### config.mk
export PLATFORM = sky130hd
export DESIGN_NAME = spmv_mem_arb
export DESIGN_NICKNAME = d
export VERILOG_FILES = /design/src/rtl/spmv_mem_arb.sv
export SDC_FILE = /design/constraint.sdc
export NUM_CORES = 2
export LEC_CHECK = 0
export BUFFER_PORTS_ARGS = -buffer_cell sky130_fd_sc_hd__buf_2
export CELL_PAD_IN_SITES_DETAIL_PLACEMENT = 0
export CELL_PAD_IN_SITES_GLOBAL_PLACEMENT = 2
export CORE_AREA = 3 3 495 497
export CTS_BUF_LIST = sky130_fd_sc_hd__clkbuf_2 sky130_fd_sc_hd__clkbuf_4 sky130_fd_sc_hd__clkbuf_8
export DETAILED_ROUTE_END_ITERATION = 10
export DIE_AREA = 0 0 498 500
export PLACE_DENSITY = 0.55
export SYNTH_ARGS = -nofsm -noshare
export SYNTH_HDL_FRONTEND = slang
export SYNTH_SLANG_ARGS = --single-unit
export TNS_END_PERCENT = 50
### constraint.sdc
create_clock -name clk -period 4.8 [get_ports clk]
set_input_delay 0.24 -clock clk [delete_from_list [all_inputs] [get_ports clk]]
set_output_delay 0.24 -clock clk [all_outputs]
set_load 0.05 [all_outputs]
### src/rtl/spmv_mem_arb.sv
// spmv_mem_arb: shares one DCP memory request/response port among NREQ
// SpMV fetch engines.
//
// Requests are granted round-robin into a single registered output slot.
// Each issued request takes the lowest free transid. The owner of every
// busy transid is recorded so that its response can be routed back.
//
// Ports:
//   clk, rst          - sole clock, synchronous active-high reset
//   req_val/req_addr  - per-requester request (packed, ADDR_W per requester)
//   req_rdy           - one-hot grant (combinational from state + req_val)
//   mem_req_*         - registered request slot towards the DCP
//   mem_resp_*        - DCP response (cannot be backpressured)
//   resp_val/_transid/_data - registered, routed response (one-cycle pulse)
//   idle              - no transid busy and no request pending in the slot
//   err_spurious      - sticky: a response arrived for a transid not busy
module spmv_mem_arb #(
  parameter int NREQ    = 4,
  parameter int ADDR_W  = 40,
  parameter int DATA_W  = 512,
  parameter int TID_N   = 64,
  parameter int MAX_OUT = 16
) (
  input  logic                     clk,
  input  logic                     rst,
  input  logic [NREQ-1:0]          req_val,
  input  logic [NREQ*ADDR_W-1:0]   req_addr,
  output logic [NREQ-1:0]          req_rdy,
  output logic                     mem_req_val,
  input  logic                     mem_req_rdy,
  output logic [ADDR_W-1:0]        mem_req_addr,
  output logic [5:0]               mem_req_transid,
  input  logic                     mem_resp_val,
  input  logic [5:0]               mem_resp_transid,
  input  logic [DATA_W-1:0]        mem_resp_data,
  output logic [NREQ-1:0]          resp_val,
  output logic [5:0]               resp_transid,
  output logic [DATA_W-1:0]        resp_data,
  output logic                     idle,
  output logic                     err_spurious
);

  localparam int TID_W = 6;
  localparam int IW    = (NREQ > 1) ? $clog2(NREQ) : 1;
  localparam int CW    = $clog2(MAX_OUT + 1);

  logic [TID_N-1:0] busy;
  logic [IW-1:0]    owner       [TID_N];
  logic [CW-1:0]    outstanding [NREQ];
  logic [IW-1:0]    rr_ptr;

  logic             slot_free;
  logic             free_any;
  logic [TID_W-1:0] free_tid;
  logic             grant_any;
  logic [IW-1:0]    grant_idx;
  logic             accept;
  logic             resp_hit;
  logic [IW-1:0]    resp_owner;
  logic [NREQ-1:0]  dec_vec;

  assign slot_free  = !mem_req_val || mem_req_rdy;
  assign resp_hit   = mem_resp_val && busy[mem_resp_transid];
  assign resp_owner = owner[mem_resp_transid];
  assign idle       = (busy == {TID_N{1'b0}}) && !mem_req_val;

  // Lowest-index free transid, taken from the registered (pre-update) bitmap.
  always_comb begin
    free_any = 1'b0;
    free_tid = {TID_W{1'b0}};
    for (int t = TID_N - 1; t >= 0; t--) begin
      if (!busy[TID_W'(t)]) begin
        free_any = 1'b1;
        free_tid = TID_W'(t);
      end else begin
        free_any = free_any;
      end
    end
  end

  // Round-robin pick: descending scan so the nearest eligible requester
  // at or after rr_ptr is the one that remains selected.
  always_comb begin
    int            idx;
    logic [IW-1:0] sel;
    idx       = 0;
    sel       = {IW{1'b0}};
    grant_any = 1'b0;
    grant_idx = {IW{1'b0}};
    for (int k = NREQ - 1; k >= 0; k--) begin
      idx = int'(rr_ptr) + k;
      if (idx >= NREQ) begin
        idx = idx - NREQ;
      end else begin
        idx = idx;
      end
      sel = IW'(idx);
      if (req_val[sel] && (outstanding[sel] < CW'(MAX_OUT))) begin
        grant_any = 1'b1;
        grant_idx = sel;
      end else begin
        grant_any = grant_any;
      end
    end
  end

  // Final grant and the per-requester decrement vector for routed responses.
  always_comb begin
    accept  = slot_free && free_any && grant_any;
    req_rdy = {NREQ{1'b0}};
    dec_vec = {NREQ{1'b0}};
    if (accept) begin
      req_rdy = {{(NREQ-1){1'b0}}, 1'b1} << grant_idx;
    end else begin
      req_rdy = {NREQ{1'b0}};
    end
    if (resp_hit) begin
      dec_vec = {{(NREQ-1){1'b0}}, 1'b1} << resp_owner;
    end else begin
      dec_vec = {NREQ{1'b0}};
    end
  end

  // Request slot, transid pool, owner table, counters and response routing.
  always_ff @(posedge clk) begin
    if (rst) begin
      mem_req_val     <= 1'b0;
      mem_req_addr    <= {ADDR_W{1'b0}};
      mem_req_transid <= {TID_W{1'b0}};
      resp_val        <= {NREQ{1'b0}};
      resp_transid    <= {TID_W{1'b0}};
      resp_data       <= {DATA_W{1'b0}};
      err_spurious    <= 1'b0;
      busy            <= {TID_N{1'b0}};
      owner           <= '{default: {IW{1'b0}}};
      outstanding     <= '{default: {CW{1'b0}}};
      rr_ptr          <= {IW{1'b0}};
    end else begin
      if (slot_free) begin
        if (accept) begin
          mem_req_val     <= 1'b1;
          mem_req_addr    <= req_addr[int'(grant_idx)*ADDR_W +: ADDR_W];
          mem_req_transid <= free_tid;
        end else begin
          mem_req_val     <= 1'b0;
        end
      end

      // The freed id is always busy and the allocated id always free,
      // so these two bitmap writes never target the same bit.
      if (accept) begin
        busy[free_tid]  <= 1'b1;
        owner[free_tid] <= grant_idx;
        rr_ptr          <= (grant_idx == IW'(NREQ - 1)) ? {IW{1'b0}} : grant_idx + IW'(1);
      end
      if (resp_hit) begin
        busy[mem_resp_transid] <= 1'b0;
        resp_transid           <= mem_resp_transid;
        resp_data              <= mem_resp_data;
      end else if (mem_resp_val) begin
        err_spurious <= 1'b1;
      end
      resp_val <= dec_vec;

      // Simultaneous accept and response for one requester cancel out.
      for (int i = 0; i < NREQ; i++) begin
        if (req_rdy[IW'(i)] && !dec_vec[IW'(i)]) begin
          outstanding[IW'(i)] <= outstanding[IW'(i)] + CW'(1);
        end else if (dec_vec[IW'(i)] && !req_rdy[IW'(i)]) begin
          outstanding[IW'(i)] <= outstanding[IW'(i)] - CW'(1);
        end
      end
    end
  end

endmodule
==> metrics.txt <==
final max-slew violation count 0; CP startpoint kind flop; Synth Register Bits just over 700; postcts setup bufs 0; dpl hpwl 142.6 mm; Rows 180; H-tree levels 4; most frequent cells in the layout buf_2 (1258), nand2b_1 (1055), dfxtp_1 (709), dlygate4sd3_1 (663), mux2i_1 (581); number of synthesis warnings 0; Setup TNS 0 ps; PortBufs 1259; post-DR wirelength/cell about 21 microns; worst hold start req_val[3]; Post-synth ARST share 0%; Tcrit/Tclk final 92.66%; Max VDD drop 182.1 uV; CTS tree done; f_max 224.8 MHz; actual slew at the worst max-slew pin 1066 ps; Non-Filler Instances 8807; share of the synthesized area in the top cell type between 40% and 50%; outcome completed; RSZ-0062 raised after global routing no; routed wire length approximately 180 mm; Max-Cap Viols 0; Final GP Congestion 0.8826; 1st-pass router iterations 5; total gr overflow 0; Hold Slack about 160 ps; ys flop type dfxtp_1; pwr dens 356.9 nW/um^2; Slew Limit Headroom between 20% and 30%; Clk pin slew, worst setup/hold paths 60 ps; cell taking the most area after synthesis dfxtp_1; commonest non-fill, non-tap cell in the layout buf_2; Unique masters post-synth 76; post-layout util 22.15%; number of global-route vias before repair 34.33k; synthesized area 33460 sq um; die area 249000 sq um; dpl cell area ~43000 sq um; Fin. Hold Viols 0; crit path max fanout 59; core footprint approximately 240000 sq um; final worst path period need 4447 ps; initial core utilization 13.90%; Worst-Skew Late Latency between 800 and 900 ps; pin count of the biggest net entering global routing 160; # IOs 1261; number of clock sinks 709; Final Cell Area between 50000 and 60000 sq um; initial antenna violation count 67; number of flops mapped to enable cells by yosys 0; Seq/Total Area, Yosys 42.42%; Placed Cells roughly 8k; total CTS buffers 153; Max clock buf depth 3; Hold WC Path Type primary input to flop; DRC 0; syn nets 4295; first-pass GRT wire length 256.6 mm; Mapped Cells 3595; layout cells sized above 1 29.59%; # fillers ~27k; Syn-to-layout area delta 59.43%; Chip Height about 500 microns; DR vias/cell 3.730; crit end category flop; top post-synthesis cells by area dfxtp_1 (42%), nand2b_1 (20%), mux2i_1 (17%); CP Launch Point outstanding[14]$_SDFFE_PP0P_; Root Driver clkbuf_8; WP data arrival 5190 ps; Avg Cell Area, Syn 9.306 sq um; ANT nets after route 0; Global Route Usage Sum 14.09%; LEAKAGE 22.15 nW; clock skew approximately 85 ps; 1st-iter DRT viols 1770; WS Path Type flop to flop; final-stage net count 6169; total number of vias ~33k; CP required 5550 ps; Final Setup Violations 0; reg2reg start outstanding[14]$_SDFFE_PP0P_; Die W 498 microns
[routing by layer]
metal | part of all wire (%) | up-vias | global-route usage, %
met1 | 42 | 15520 | 16.73
met2 | 45 | 1115 | 22.46
met5 | 0.15 | - | 0
met3 | 8.6 | 304 | 5.640
li1 | - | 15860 | -
met4 | 4.3 | 40 | 5.914
[what timing repair did]
item                                    in CTS  in global routing
hold buffers                               662                  1
hold endpoints to repair                   599                  1
endpoints found under the setup margin       0                  5
gates resized for setup                      0                  2
[cells by family (layout without fill, tap and decap cells)]
kind of cell	count (synthesis)	in the layout	synth area share, %
buffers and inverters	343	2327	4.940
AO/OA/AOI/OAI	285	285	5.890
other	1	44	0.01121
XOR/XNOR	8	8	0.2094
flip-flops	709	709	42.42
multiplexers	597	597	18.17
adder cells (fa/ha/maj)	14	14	0.5685
AND/OR/NAND/NOR	1638	1638	27.79
[synthesized netlist by cell type (all sizes together) (3+ instances only)]
cell and n:
a221oi 14, xnor2 4, a211oi 6, o221ai 7, or3 4, nand4 11, a22o 5, and3b 4
nor4 19, nor2b 13, and3 8, nor3b 5, mux2 9, a221o 4, mux2i 581, nor3 12
a31oi 9, xor2 4, mux4 7, clkbuf 190, a21o 9, nand2 253, a311oi 54, nand3b 8
a22oi 7, a21oi 112, buf 102, inv 51, o21ai 34, nand2b 1055, o22ai 3, dfxtp 709
ha 12, o2bb2ai 3, nor2 73, nand3 150, a2111oi 3, and2 13
[power by group]
group	leakage [nW]	switching [mW]	internal (mW)	total, mW
combinational	14.6	3.15	2.07	5.22
clock	1.76	3.18	4.17	7.35
sequential	5.76	0.220	6.24	6.46
[final cells by class]
type / instances / area (sq um) / share of cell area, %
clock inverter: 21 / 305.3 / 0.5724
sequential: 709 / 14190 / 26.61
timing repair buffer: 2011 / 13860 / 25.99
inverter: 51 / 193.9 / 0.3636
multi-input combinational: 2543 / 17670 / 33.13
clock buffer: 244 / 3020 / 5.663
tap: 3185 / 3985 / 7.471
antenna: 43 / 107.6 / 0.2017
[critical path, cell delays in order (launching register included)]
cell,delay [ps]
dfxtp_1,380
and2b_1,290
o21ai_0,190
a21oi_1,90
or2_2,480
buf_6,270
clkinv_2,180
buf_6,440
nand3_1,130
dlygate4sd3_1,600
nand3_1,80
dlygate4sd3_1,560
a21oi_1,70
dlygate4sd3_1,580
[worst paths after layout]
| kind | end | slack [ps] | cells after the start |
|---|---|---|---|
| worst max-delay path | mem_req_addr[30]$_SDFFE_PP0P_ | 350 | 13 |
| worst min register to register | busy[59]$_SDFFE_PP0P_ | 450 | 2 |
| worst max register to register | mem_req_addr[30]$_SDFFE_PP0P_ | 350 | 13 |
| worst min-delay path | rr_ptr[0]$_SDFFE_PP0P_ | 160 | 5 |
[through the flow]
stage,worst slack (ps),power (mW)
finish,352.5,19.04
global route,76.61,20.12
CTS,33.29,19.52
detailed placement,506.8,10.99
global placement,543.2,10.99
floorplan,954.2,9.439
[sequential cells by signal, indices dropped and copies added, names as in the netlist]
signal,cells
outstanding,10
rr_ptr,2
mem_req_transid,5
mem_req_addr,40
resp_val,4
resp_transid,6
resp_data,512
busy,64
mem_req_val,1
err_spurious,1
owner,64
Note: power is estimated with default switching activity, not from simulation.
